File: src/rtl/seq_ctrl_pkg.sv
// Shared types and constants for the programmable sequence-detector controller.
package seq_ctrl_pkg;

  typedef enum logic [1:0] {
    ST_IDLE  = 2'd0,
    ST_ARMED = 2'd1,
    ST_DONE  = 2'd2
  } state_t;

  localparam int MAX_LEN_DEF = 8;
  localparam int LEN_W_DEF   = 4;
  localparam int CNT_W_DEF   = 8;

  function automatic logic len_legal(input int len, input int max_len);
    return (len >= 1) && (len <= max_len);
  endfunction

endpackage

File: src/rtl/seq_shift_match.sv
// Serial history register, fill counter and length-masked pattern comparator.
module seq_shift_match
  import seq_ctrl_pkg::*;
#(
  parameter int MAX_LEN = MAX_LEN_DEF,
  parameter int LEN_W   = LEN_W_DEF
) (
  input  logic               clk,
  input  logic               reset,
  input  logic               clr,
  input  logic               shift_en,
  input  logic               x,
  input  logic               clr_fill,
  input  logic [LEN_W-1:0]   len,
  input  logic [MAX_LEN-1:0] pattern,
  output logic               hit
);

  // Only MAX_LEN-1 past bits are stored; the incoming bit completes the window.
  logic [MAX_LEN-2:0] hist;
  logic [MAX_LEN-1:0] next_hist;
  logic [LEN_W-1:0]   fill;
  logic [LEN_W:0]     fill_p1;
  logic               mismatch;

  assign next_hist = {hist, x};
  assign fill_p1   = {1'b0, fill} + (LEN_W+1)'(1);

  always_comb begin
    mismatch = 1'b0;
    for (int i = 0; i < MAX_LEN; i++) begin
      if (i < int'(len)) mismatch = mismatch | (next_hist[i] ^ pattern[i]);
    end
  end

  assign hit = (fill_p1 >= {1'b0, len}) && !mismatch;

  // NOTE: the history is a few flops, not a RAM, so it takes the async reset
  // like every other register; a memory array would be left unreset instead.
  always_ff @(posedge clk or negedge reset) begin
    if (!reset) begin
      // NOTE: non-blocking so every register here samples pre-edge values.
      hist <= '0;
      fill <= '0;
    end else if (clr) begin
      hist <= '0;
      fill <= '0;
    end else if (shift_en) begin
      hist <= next_hist[MAX_LEN-2:0];
      if (clr_fill)        fill <= '0;
      else if (fill < len) fill <= fill_p1[LEN_W-1:0];
    end
  end

endmodule

File: src/rtl/seq_detect_ctrl.sv
// Runtime-configured serial sequence detector: config handshake, arm/abort FSM,
// saturating match counter with optional stop target.
module seq_detect_ctrl
  import seq_ctrl_pkg::*;
#(
  parameter int MAX_LEN = MAX_LEN_DEF,
  parameter int LEN_W   = LEN_W_DEF,
  parameter int CNT_W   = CNT_W_DEF
) (
  input  logic               clk,
  input  logic               reset,
  input  logic               cfg_valid,
  output logic               cfg_ready,
  input  logic [MAX_LEN-1:0] cfg_pattern,
  input  logic [LEN_W-1:0]   cfg_len,
  input  logic               cfg_overlap,
  input  logic [CNT_W-1:0]   cfg_target,
  input  logic               start,
  input  logic               abort,
  input  logic               x,
  input  logic               x_valid,
  output logic               y,
  output logic [CNT_W-1:0]   match_count,
  output logic               busy,
  output logic               done,
  output logic               cfg_err
);

  state_t             state, next_state;
  logic [MAX_LEN-1:0] pattern_q;
  logic [LEN_W-1:0]   len_q;
  logic               overlap_q;
  logic [CNT_W-1:0]   target_q;
  logic               cfg_loaded;
  logic               cfg_fire;
  logic               shift_en, arm, match, hit;
  logic [CNT_W-1:0]   count_inc;

  assign cfg_ready = (state == ST_IDLE);
  assign busy      = (state == ST_ARMED);
  assign done      = (state == ST_DONE);
  assign cfg_fire  = cfg_valid && cfg_ready;
  assign count_inc = (&match_count) ? match_count : match_count + CNT_W'(1);

  seq_shift_match #(.MAX_LEN(MAX_LEN), .LEN_W(LEN_W)) u_match (
    .clk      (clk),
    .reset    (reset),
    .clr      (arm),
    .shift_en (shift_en),
    .x        (x),
    .clr_fill (hit && !overlap_q),
    .len      (len_q),
    .pattern  (pattern_q),
    .hit      (hit)
  );

  always_comb begin
    // NOTE: defaults first, so no branch leaves a signal unassigned (no latch).
    next_state = state;
    shift_en   = 1'b0;
    arm        = 1'b0;
    match      = 1'b0;
    unique case (state)
      ST_IDLE: begin
        // A config handshake in the same cycle takes priority over start.
        if (!cfg_fire && start && cfg_loaded) begin
          next_state = ST_ARMED;
          arm        = 1'b1;
        end
      end
      ST_ARMED: begin
        if (abort) begin
          next_state = ST_IDLE;
        end else if (x_valid) begin
          shift_en = 1'b1;
          match    = hit;
          if (hit && (target_q != '0) && (count_inc == target_q)) next_state = ST_DONE;
        end
      end
      ST_DONE: begin
        if (abort) begin
          next_state = ST_IDLE;
        end else if (start) begin
          next_state = ST_ARMED;
          arm        = 1'b1;
        end
      end
      default: next_state = ST_IDLE;
    endcase
  end

  always_ff @(posedge clk or negedge reset) begin
    if (!reset) state <= ST_IDLE;
    else        state <= next_state;
  end

  always_ff @(posedge clk or negedge reset) begin
    if (!reset) begin
      pattern_q  <= '0;
      len_q      <= '0;
      overlap_q  <= 1'b0;
      target_q   <= '0;
      cfg_loaded <= 1'b0;
      cfg_err    <= 1'b0;
    end else if (cfg_fire) begin
      if (len_legal(int'(cfg_len), MAX_LEN)) begin
        pattern_q  <= cfg_pattern;
        len_q      <= cfg_len;
        overlap_q  <= cfg_overlap;
        target_q   <= cfg_target;
        cfg_loaded <= 1'b1;
        cfg_err    <= 1'b0;
      end else begin
        cfg_err <= 1'b1;
      end
    end
  end

  always_ff @(posedge clk or negedge reset) begin
    if (!reset) begin
      y           <= 1'b0;
      match_count <= '0;
    end else begin
      y <= match;
      if (arm)        match_count <= '0;
      else if (match) match_count <= count_inc;
    end
  end

endmodule

File: config.mk
export PLATFORM = sky130hd
export DESIGN_NAME = seq_detect_ctrl
export DESIGN_NICKNAME = d
export VERILOG_FILES = /design/src/rtl/seq_ctrl_pkg.sv /design/src/rtl/seq_shift_match.sv /design/src/rtl/seq_detect_ctrl.sv
export SDC_FILE = /design/constraint.sdc
export NUM_CORES = 1
export LEC_CHECK = 0
export CAP_MARGIN = 20
export CORE_MARGIN = 2
export CORE_UTILIZATION = 55
export DETAILED_ROUTE_END_ITERATION = 12
export PLACE_DENSITY = 0.84
export SYNTH_ARGS = -nofsm -noshare
export SYNTH_HDL_FRONTEND = slang
export SYNTH_SLANG_ARGS = --single-unit
File: constraint.sdc
create_clock -name clk -period 5.3 [get_ports clk]
set_clock_uncertainty 0.05 [all_clocks]
set_input_delay 1.06 -clock clk [delete_from_list [all_inputs] [get_ports clk]]
set_output_delay 1.06 -clock clk [all_outputs]
set_load 0.03 [all_outputs]
==> flow_summary.json <==
{
  "hold_buffers": 0,
  "min_path_type": "flop to flop",
  "hold_depth": 1,
  "route.met2.wl_um": 2790,
  "max-vdd-ir-drop_v": 0.000215,
  "wl_per_cell_um": 15.9,
  "die_h_um": 72.9,
  "cp_data_arrival_time_ns": 3.47,
  "io_buffers": 40,
  "insertedDiodeCount": 0,
  "synthesis.nets": 302,
  "tightest_slew_ns": 1.08,
  "boundaryPins": 41,
  "area_delta_synth_final_pct": 20.8,
  "path_class": "input port to flop",
  "rows": 25,
  "setup-tns-final_ns": 0,
  "synth.ff_latch_count": 45,
  "final_cell_mix": "45 x dfrtp_1, 39 x clkdlybuf4s50_1, 27 x nand2_1",
  "slowest_delay_ns": 0.66,
  "cts_made_buffers": 5,
  "power_density_nw_per_um2": 308,
  "cts_root_buf": "clkbuf_8",
  "crit_path_start_kind": "input port",
  "p_leak_nw": 1.31,
  "antenna_found_initial": 0,
  "cts.sinks": 45,
  "layout_min_cycle_time_ns": 3.31,
  "maxCapViolCount": 0,
  "outcome": "finished clean",
  "dp_hpwl_um": 4090,
  "die_width_um": 72.9,
  "finalWorstSetupSlack_ns": 1.99,
  "slew_headroom": 0.278,
  "wl_um": 5710,
  "r2r_cells": 8,
  "cts_tree": "built",
  "via_count": 2121,
  "crit_slowest_cell": "nor4_4",
  "first_iter_violations": 150,
  "clk_latency_ns": 0.30,
  "design_area_um2": 3150,
  "layout-drive-gt1-share": 0.122,
  "crit_path_max_fanout": 14,
  "met3_length_um": 306,
  "syn_area_um2": 2610,
  "placed_cell_area_um2": 3040,
  "cts_resized": 0,
  "top_layer": "met4",
  "vias_per_cell": 5.92,
  "grt_pass1_wl_um": 9670,
  "crit_path_end_kind": "flop",
  "synthFlopType": "dfrtp_1",
  "fin_cells": 358,
  "netlist_instances": 264,
  "grt.overflow.total": 0,
  "finalMaxSlewViolations": 0,
  "setup_violations": 0,
  "syn_area_per_cell_um2": 9.89,
  "cts_setup_buffers": 0,
  "hold_viol_final": 0,
  "synthArstFlopShare": 1.00,
  "synth.distinct_cells": 53,
  "firstDrtPassIters": 4,
  "first_global_vias": 2039,
  "floorplan.initialDensity": 0.560,
  "cp_cell_sequence": "clkdlybuf4s50_1, xor2_1, nor4_2, a41oi_2, nor4_4, mux2i_1, a22o_1",
  "ys_warn_count": 0,
  "r2r_start": "u_match.fill[0]",
  "final_common_cell": "dfrtp_1",
  "grt_usage": 0.235,
  "clk_pin_slew_ns": 0.09,
  "place_inst": 349,
  "met1_length_um": 2520,
  "clock.fmax_ghz": 0.302,
  "min_from": "cfg_loaded",
  "r2r_end": "match_count[0]",
  "ant_nets": 0,
  "whs_ns": 0.436,
  "synth-edff-count": 0,
  "layout.nets": 341,
  "h-tree-depth": 2,
  "hold_end": "cfg_loaded",
  "gp_congestion": 0.951,
  "pre_cts_slack_ns": 1.73,
  "power_mw": 0.971,
  "min_period_over_period": 0.625,
  "worstPathRequired_ns": 5.45,
  "core_um2": 4660,
  "clockBufferDepth": 2,
  "final_util": 0.677,
  "drc_errors": 0,
  "dieArea_um2": 5320,
  "ys_seq_area_frac": 0.431,
  "grt_max_degree": 46,
  "rsz0062_at_grt": "no",
  "rrSetupSlack_ns": 2.50
}
[worst max-delay path, delay by kind of cell]
kind | cells | cell delay (ns)
simple gates | 2 | 1.03
compound gates | 2 | 0.50
buf+inv | 1 | 0.44
mux | 1 | 0.23
xor+xnor | 1 | 0.20
[worst max-delay path by stage]
stage	endpoint	start	slack, ns	cells past startpoint
6_report	match_count[0]	x	1.99	7
5_1_grt	match_count[0]	x	1.81	7
4_1_cts	match_count[0]	x	1.99	7
3_5_place_dp	match_count[0]	x	1.73	7
3_3_place_gp	match_count[0]	x	1.77	7
2_1_floorplan	state[0]	x	2.49	6
[logic make-up after synthesis]
family	synth area share
buf+inv	0.0331
flops	0.431
fa+ha+maj	0.0479
simple gates	0.171
compound gates	0.166
mux	0.0944
xor+xnor	0.0570
[sequential cells by signal, summed over array words and instances (netlist names)]
register      flops
match_count       8
cfg_err           1
cfg_loaded        1
u_match.hist      7
pattern_q         8
target_q          8
overlap_q         1
state             2
u_match.fill      4
y                 1
len_q             4
[area by class of cell]
type	count	area, µm²
clock inverters	3	25.0
inverters	12	45.0
flip-flops and latches	45	1130
clock buffers	5	68.8
well taps	54	67.6
fillers	369	1510
multi-input cells	197	1400
repair buffers	42	423
[routing by layer]
layer | vias to the layer above | track usage
met4 | 0 | 0.0597
met3 | 8 | 0.0525
li1 | 1036 | -
met5 | - | 0
met1 | 1008 | 0.333
met2 | 69 | 0.370
[cells in the mapped netlist (5+ instances only)]
library cell  count  area, µm²
nand2_1          27        101
o21ai_1           5       25.0
nor3_1            5       25.0
a21oi_1          18       90.1
nor2_1           11       41.3
dfrtp_1          45       1130
xnor2_1           6       52.6
o21ai_0           7       35.0
clkbuf_1          7       26.3
nand3_1           6       30.0
ha_1             10        125
nand2b_1          5       31.3
a31oi_1           5       31.3
mux2_2           21        236
xor2_1           11       96.3
inv_1            12       45.0
[power by group]
group | leakage, nW | switching, mW | internal [mW]
clock | 0.0452 | 0.126 | 0.0961
sequential | 0.566 | 0.0642 | 0.398
combinational | 0.698 | 0.140 | 0.146
total | 1.31 | 0.330 | 0.641
Note: power is estimated with default switching activity, not from simulation.
